## config.mk

```make
export PLATFORM = sky130hd
export DESIGN_NAME = hazard_stall_unit
export DESIGN_NICKNAME = d
export VERILOG_FILES = /design/src/rtl/hazard_stall_unit.sv
export SDC_FILE = /design/constraint.sdc
export NUM_CORES = 1
export LEC_CHECK = 0
export BUFFER_PORTS_ARGS = -buffer_cell sky130_fd_sc_hd__buf_4
export CORE_MARGIN = 2
export CORE_UTILIZATION = 46
export DETAILED_ROUTE_END_ITERATION = 10
export GPL_TIMING_DRIVEN = 0
export MAX_ROUTING_LAYER = met4
export PLACE_DENSITY = 0.84
export SLEW_MARGIN = 20
export SYNTH_ARGS = -nofsm -noshare
export SYNTH_HDL_FRONTEND = slang
export SYNTH_SLANG_ARGS = --single-unit
```

## constraint.sdc

```tcl
create_clock -name clk -period 1.8 [get_ports clk]
set_input_delay 0 -clock clk [delete_from_list [all_inputs] [get_ports clk]]
set_output_delay 0 -clock clk [all_outputs]
set_load 0.02 [all_outputs]
```

## src/rtl/hazard_stall_unit.sv

```systemverilog
// Pipeline hazard controller: load-use stalls, taken-branch squashes and
// data-memory wait freezes, with saturating performance counters.
module hazard_stall_unit #(
  parameter int unsigned BRANCH_PENALTY = 2,  // total IF/ID flush cycles per taken branch (1..7)
  parameter int unsigned CNT_W          = 16
) (
  input  logic             clk,
  input  logic             reset,
  input  logic [4:0]       IFID_rs1,
  input  logic [4:0]       IFID_rs2,
  input  logic             IFID_use_rs1,
  input  logic             IFID_use_rs2,
  input  logic [4:0]       IDEX_rd,
  input  logic             IDEX_MemRead,
  input  logic             branch_taken,
  input  logic             dmem_busy,
  output logic             PC_write,
  output logic             IFID_write,
  output logic             IFID_flush,
  output logic             IDEX_flush,
  output logic             pipe_freeze,
  output logic [1:0]       hz_state,
  output logic [CNT_W-1:0] stall_cnt,
  output logic [CNT_W-1:0] flush_cnt
);

  typedef enum logic [1:0] {
    StRun     = 2'd0,
    StMemWait = 2'd1,
    StFlush   = 2'd2,
    StIllegal = 2'd3
  } hz_state_e;

  // FLUSH cycles remaining after the branch cycle itself.
  localparam logic [2:0] FcntReload = 3'(BRANCH_PENALTY - 1);
  localparam bit         MultiFlush = (BRANCH_PENALTY > 1);

  hz_state_e        state_q, state_d;
  logic [2:0]       fcnt_q, fcnt_d;
  logic [CNT_W-1:0] stall_cnt_q, stall_cnt_d;
  logic [CNT_W-1:0] flush_cnt_q, flush_cnt_d;
  logic             load_use;

  assign load_use = IDEX_MemRead && (IDEX_rd != 5'd0) &&
                    ((IFID_use_rs1 && (IDEX_rd == IFID_rs1)) ||
                     (IFID_use_rs2 && (IDEX_rd == IFID_rs2)));

  assign stall_cnt = stall_cnt_q;
  assign flush_cnt = flush_cnt_q;

  // Next-state, counter updates and pipeline controls, priority busy > branch > load-use.
  always_comb begin
    state_d     = state_q;
    fcnt_d      = fcnt_q;
    stall_cnt_d = stall_cnt_q;
    flush_cnt_d = flush_cnt_q;
    PC_write    = 1'b1;
    IFID_write  = 1'b1;
    IFID_flush  = 1'b0;
    IDEX_flush  = 1'b0;
    pipe_freeze = 1'b0;
    hz_state    = state_q;

    if (dmem_busy) begin
      // Freeze everything; a branch pulse now is re-raised after release.
      pipe_freeze = 1'b1;
      PC_write    = 1'b0;
      IFID_write  = 1'b0;
      state_d     = StMemWait;
    end else begin
      case (state_q)
        StRun, StMemWait: begin
          state_d = StRun;
          if (branch_taken) begin
            IFID_flush = 1'b1;
            IDEX_flush = 1'b1;
            if (flush_cnt_q != '1) flush_cnt_d = flush_cnt_q + 1'b1;
            if (MultiFlush) begin
              state_d = StFlush;
              fcnt_d  = FcntReload;
            end
          end else if (load_use) begin
            PC_write   = 1'b0;
            IFID_write = 1'b0;
            IDEX_flush = 1'b1;
            if (stall_cnt_q != '1) stall_cnt_d = stall_cnt_q + 1'b1;
          end
        end
        StFlush: begin
          // ID instruction is squashed, so load-use is irrelevant here.
          IFID_flush = 1'b1;
          if (branch_taken) begin
            IDEX_flush = 1'b1;
            fcnt_d     = FcntReload;
            if (flush_cnt_q != '1) flush_cnt_d = flush_cnt_q + 1'b1;
            state_d    = MultiFlush ? StFlush : StRun;
          end else begin
            fcnt_d  = fcnt_q - 3'd1;
            state_d = (fcnt_q <= 3'd1) ? StRun : StFlush;
          end
        end
        default: state_d = StRun;
      endcase
    end

    if (reset) begin
      PC_write    = 1'b0;
      IFID_write  = 1'b0;
      IFID_flush  = 1'b1;
      IDEX_flush  = 1'b1;
      pipe_freeze = 1'b0;
      hz_state    = 2'd0;
    end
  end

  // State and counter registers with synchronous reset.
  always_ff @(posedge clk) begin
    if (reset) begin
      state_q     <= StRun;
      fcnt_q      <= 3'd0;
      stall_cnt_q <= '0;
      flush_cnt_q <= '0;
    end else begin
      state_q     <= state_d;
      fcnt_q      <= fcnt_d;
      stall_cnt_q <= stall_cnt_d;
      flush_cnt_q <= flush_cnt_d;
    end
  end

endmodule

```

==> impl_metrics.tcl, run 1 <==
set metrics [dict create \
    outcome "finished clean" \
    setup_viol 0 \
    finalCritPeriodShare 0.989 \
    syn-num-nets 267 \
    cts_tree "yes" \
    grt_pass1_vias 1897 \
    slew_violations 0 \
    yosysUniqueCellTypes 42 \
    final_nets 343 \
    hpwlAfterDp_um 3600 \
    cp_slowest_cell "dfxtp_4" \
    diodes 0 \
    cp.depth 9 \
    clockRootBuffer "clkbuf_8" \
    stdcell_count 371 \
    combPwrFrac 0.123 \
    fp.dieW_um 70.2 \
    start_kind "register" \
    dp.cells 353 \
    drt_iter0_markers 118 \
    pre_cts_ws_ps -218 \
    internal_power_mw 1.18 \
    critPathKind "register to register" \
    cap_violations 0 \
    drc 0 \
    r2r_cells 9 \
    cp.arrival_ps 1980 \
    dr.pass1.iters 4 \
    htree_levels 2 \
    layout-drive-gt1-share 0.348 \
    grtUsageTotal 0.217 \
    fin_worst_skew_ps 11.2 \
    rows 24 \
    rsz0062_at_grt "true" \
    wl_um 5120 \
    initial_utilization 0.469 \
    avgSynthCellArea_um2 8.33 \
    max_freq_mhz 562 \
    relSlewSlack 0.668 \
    portBuffers 59 \
    p_leak_nw 1.13 \
    slowest_delay_ps 360 \
    switching_share 0.264 \
    clock-sinks 37 \
    endpoint_kind "register" \
    cp.required_ps 2000 \
    hold_viol 0 \
    overflow 0 \
    final_area_um2 2850 \
    hp-class "primary input to register" \
    p_per_area_nw_per_um2 565 \
    grt_first_pass_wirelength_um 8410 \
    crit_family "simple AND/OR/NAND/NOR gates" \
    cts_made_buffers 5 \
    die_area_um2 4930 \
    ys_warn_count 0 \
    synthCells 242 \
    pwr-share-seq 0.517 \
    place_area_um2 2590 \
    critPathBufInv 2 \
    worst_slew_pin_slew_ps 498 \
    vias 2057 \
    max-clock-path-buffers 2 \
    cp_max_fo 5 \
    ant_nets 0 \
    async_flop_share 0 \
    clkPwrFrac 0.360 \
    whs_path_depth 2 \
    syn-cell-area_um2 2020 \
    core_um2 4290 \
    antenna_found_initial 0 \
    gp_congestion 0.871 \
    fin_ws_ps 19.1 \
    synth-edff-count 0 \
    cts.clk_slew.worst_paths_ps 80 \
    clk_latency_ps 300 \
    irDropWorstVdd_mv 0.391 \
    yosysSeqAreaShare 0.367 \
    hold_slack_ps 37.0 \
    ys_seq_elements 37 \
    crit_chain "ha_4, nand3_4, nor4_4, nor4_4, buf_4, nand3_4, buf_6, o31a_1, o21a_1" \
    period_minus_slack_ps 1780 \
    wl_per_cell_um 13.8 \
    yosys_most_used_dff "dfxtp_1" \
    syn_to_final_growth_pct 41.2 \
    grt_max_degree 13 \
    die_h_um 70.2 \
    pin_count 61 \
    via_per_inst 5.54 \
    p_sw_mw 0.425 \
]
cell type report:
class,instances,area [um^2]
fill,367,1450
multi-input combinational,190,1330
sequential,37,763
timing repair buffer,68,529
clock buffer,5,68.8
tap,52,65.1
buffer,8,42.5
inverter,8,30.0
clock inverter,3,16.3
power groups by stage:
stage	clock, mW	sequential [mW]	combinational, mW
finish	0.579	0.831	0.198
global route	0.634	0.832	0.215
CTS	0.591	0.830	0.194
detailed placement	0	0.849	0.185
global placement	0	0.848	0.180
floorplan	0	0.851	0.100
metrics by stage:
stage          setup TNS [ps]  utilization  power [mW]
2_1_floorplan           -40.9            -       0.951
3_3_place_gp             -651        0.602        1.03
3_5_place_dp            -1030        0.602        1.03
4_1_cts                     0        0.639        1.62
5_1_grt                  -493        0.663        1.68
6_report                    0        0.663        1.61
cells by family after synthesis:
| family | after synthesis | share of synthesized area |
|---|---|---|
| buf+inv | 16 | 0.0341 |
| compound gates | 40 | 0.127 |
| fa+ha+maj | 3 | 0.0186 |
| simple gates | 117 | 0.324 |
| flops | 37 | 0.367 |
| mux | 4 | 0.0205 |
| xor+xnor | 25 | 0.109 |
worst reg2reg max path, delay by kind of cell, from the launching register on:
family / cells / cell delay [ps]
adder cells (fa/ha/maj): 1 / 180
AND/OR/NAND/NOR: 4 / 400
AO/OA/AOI/OAI: 2 / 390
buffers and inverters: 2 / 370
flip-flops: 1 / 360
cell usage in the layout (no fill, tap or decap), types with 9 or more instances in the layout:
cell,instances
buf_4,66
nor2_1,29
dfxtp_1,25
xnor2_1,17
nand2_1,17
nand4_1,13
o21ai_0,13
a21oi_1,11
nand3_1,9
dfxtp_2,9
flip-flops by register name (all words and copies together), names as in the netlist:
signal,cells
stall_cnt,16
state_q,2
flush_cnt,16
fcnt_q,3
cell usage after synthesis, types with 2 or more instances:
cell / count / area share
a211oi_1: 2 / 0.0074
a21oi_1: 12 / 0.030
and2_1: 2 / 0.0062
and3_1: 3 / 0.0093
and4_1: 5 / 0.022
buf_4: 2 / 0.0074
clkbuf_1: 5 / 0.0093
dfxtp_1: 37 / 0.37
ha_1: 3 / 0.019
inv_1: 8 / 0.015
mux2i_1: 3 / 0.015
nand2_1: 17 / 0.032
nand3_1: 11 / 0.027
nand4_1: 13 / 0.040
nor2_1: 29 / 0.054
nor2b_1: 6 / 0.019
nor3_1: 7 / 0.017
nor3b_1: 3 / 0.011
nor4_1: 3 / 0.0093
o21a_1: 3 / 0.011
o21ai_0: 14 / 0.035
o31a_1: 2 / 0.0087
or2_2: 2 / 0.0062
or3_1: 8 / 0.025
or4_1: 2 / 0.0074
xnor2_1: 17 / 0.074
xor2_1: 8 / 0.035
path summary, 6_finish.rpt:
path	startpoint	end	slack (ps)
max reg2reg	stall_cnt[0]$_SDFFE_PP0P_	stall_cnt[8]$_SDFFE_PP0P_	20
min reg2reg	fcnt_q[1]$_SDFFE_PP0P_	fcnt_q[1]$_SDFFE_PP0P_	470
min	dmem_busy	state_q[0]$_SDFF_PP0_	40
max	stall_cnt[0]$_SDFFE_PP0P_	stall_cnt[8]$_SDFFE_PP0P_	20
layer usage:
metal  global-route usage  routed length, um
met3               0.0592                324
met4               0.0791                 89
met2                0.345               2480
met5                    -                  0
met1                0.265               2230
timing repair:
item                                   in CTS  in global routing
hold buffers                                1                  0
setup endpoints to repair                  14                 18
pin swaps                                   5                 10
setup buffers                               4                  3
gates resized for setup                     4                 21
endpoints found under the hold margin       1                  0
cloned                                      2                  0
Note: power is estimated with default switching activity, not from simulation.
==> inputs of run 2 (changes only) <==
--- a/config.mk
+++ b/config.mk
@@ -12,6 +12,7 @@
 export GPL_TIMING_DRIVEN = 0
 export MAX_ROUTING_LAYER = met4
 export PLACE_DENSITY = 0.84
+export SETUP_SLACK_MARGIN = 0.15
 export SLEW_MARGIN = 20
 export SYNTH_ARGS = -nofsm -noshare
 export SYNTH_HDL_FRONTEND = slang
==> impl_metrics.tcl, run 2 (synthesized netlist as in run 1, its figures left out) <==
set metrics [dict create \
    outcome "finished clean" \
    rows 24 \
    r2r_cells 7 \
    cp_max_fo 5 \
    reg2reg_slack_ps 3 \
    place_area_um2 2610 \
    antenna_found_initial 0 \
    gp_congestion 0.858 \
    finalCritPeriodShare 0.998 \
    tns_ps 0 \
    period_minus_slack_ps 1800 \
    wl_um 5530 \
    pin_count 61 \
    hpwlAfterDp_um 3610 \
    fill_cells 314 \
    whs_path_depth 2 \
    grt_pass1_vias 1974 \
    power_mw 1.59 \
    core_um2 4290 \
    relSlewSlack 0.634 \
    endpoint_kind "register" \
    worst_slew_pin_slew_ps 549 \
    ff_latch_area_um2 779 \
    overflow 0 \
    drc 0 \
    regToRegStartpoint "stall_cnt[7]$_SDFFE_PP0P_" \
    rsz0062_at_grt "true" \
    clk_latency_ps 290 \
    critPathKind "register to register" \
    dr.pass1.iters 4 \
    min_to "state_q[0]$_SDFF_PP0_" \
    diodes 0 \
    setup_viol 0 \
    fp.dieW_um 70.2 \
    die_h_um 70.2 \
    wl_per_cell_um 14.7 \
    hold_slack_ps 35.8 \
    final_nets 348 \
    cts_tree "yes" \
    hold_viol 0 \
    initial_utilization 0.469 \
    cp.required_ps 2010 \
    final_common_cell "buf_4" \
    cap_violations 0 \
    fin_util 0.689 \
    irDropWorstVdd_mv 0.512 \
    htree_levels 2 \
    hp-class "primary input to register" \
    multi_input_area_um2 1410 \
    portBuffers 59 \
    die_area_um2 4930 \
    grt_max_degree 12 \
    p_leak_nw 1.18 \
    hp-start "dmem_busy" \
    syn_to_final_growth_pct 46.9 \
    final_cell_mix "buf_4 (72), nor2_1 (29), xnor2_1 (17)" \
    fin_worst_skew_ps 6.47 \
    cts_made_buffers 5 \
    max_freq_mhz 557 \
    grt_first_pass_wirelength_um 9090 \
    r2r_end "stall_cnt[6]$_SDFFE_PP0P_" \
    slew_violations 0 \
    drt_iter0_markers 141 \
    via_per_inst 5.64 \
    max-clock-path-buffers 2 \
    start_kind "register" \
    vias 2121 \
    cp.arrival_ps 2010 \
    ant_nets 0 \
    clock-sinks 37 \
    p_per_area_nw_per_um2 536 \
    final_area_um2 2960 \
    cts.clk_slew.worst_paths_ps 70 \
    grtUsageTotal 0.235 \
    layout-drive-gt1-share 0.426 \
    clockRootBuffer "clkbuf_8" \
]
==> run 2: cell type report <==
class / count / area share
multi-input combinational: 190 / 0.475
sequential: 37 / 0.263
timing repair buffer: 73 / 0.187
clock buffer: 6 / 0.0245
tap: 52 / 0.0220
buffer: 8 / 0.0148
inverter: 8 / 0.0101
clock inverter: 2 / 0.00338
==> run 2: timing repair <==
item	in CTS	in global routing
hold buffers	1	0
buffers inserted	6	6
endpoints found under the hold margin	1	0
pin swaps	14	16
cloned	2	0
setup endpoints to repair	25	31
resized for setup	20	26
==> run 2: worst max path at each step <==
stage                              start                          to  slack, ps  cells past startpoint
3_5_place_dp   stall_cnt[1]$_SDFFE_PP0P_  stall_cnt[11]$_SDFFE_PP0P_       -200                      7
2_1_floorplan  stall_cnt[0]$_SDFFE_PP0P_  stall_cnt[11]$_SDFFE_PP0P_        -20                      7
4_1_cts        stall_cnt[1]$_SDFFE_PP0P_   stall_cnt[6]$_SDFFE_PP0P_         60                      8
5_1_grt        stall_cnt[7]$_SDFFE_PP0P_  stall_cnt[13]$_SDFFE_PP0P_        -60                      7
6_report       stall_cnt[7]$_SDFFE_PP0P_   stall_cnt[6]$_SDFFE_PP0P_          3                      7
3_3_place_gp   stall_cnt[0]$_SDFFE_PP0P_  stall_cnt[11]$_SDFFE_PP0P_       -180                      7
==> run 2: report_power, final <==
group	internal [mW]	switching, mW	leakage [nW]	total (mW)
registers	0.820	0.0114	0.311	0.832
clock network	0.268	0.280	0.0450	0.548
logic	0.0993	0.109	0.823	0.208
==> run 2: metal layers <==
layer	vias up	wire (um)	global-route usage
met5	-	0	-
met4	0	123	0.0855
met3	12	395	0.0577
met2	96	2790	0.392
met1	980	2220	0.274
li1	1033	-	-
==> run 2: metrics by stage <==
step / setup WS (ps) / cells
after global routing: -60.7 / 376
after floorplan: -20.0 / 242
after CTS: 60.1 / 370
final: 3.50 / 376
after detailed placement: -199 / 353
after global placement: -176 / 353
==> run 2: worst max-delay path, cell delays in order (launching register included) <==
cell and delay, ps:
dfxtp_2 360, nand4_1 210, nor4_4 90, nor4_4 270, buf_4 190, nand3_4 80
or3_4 390, a21oi_2 140
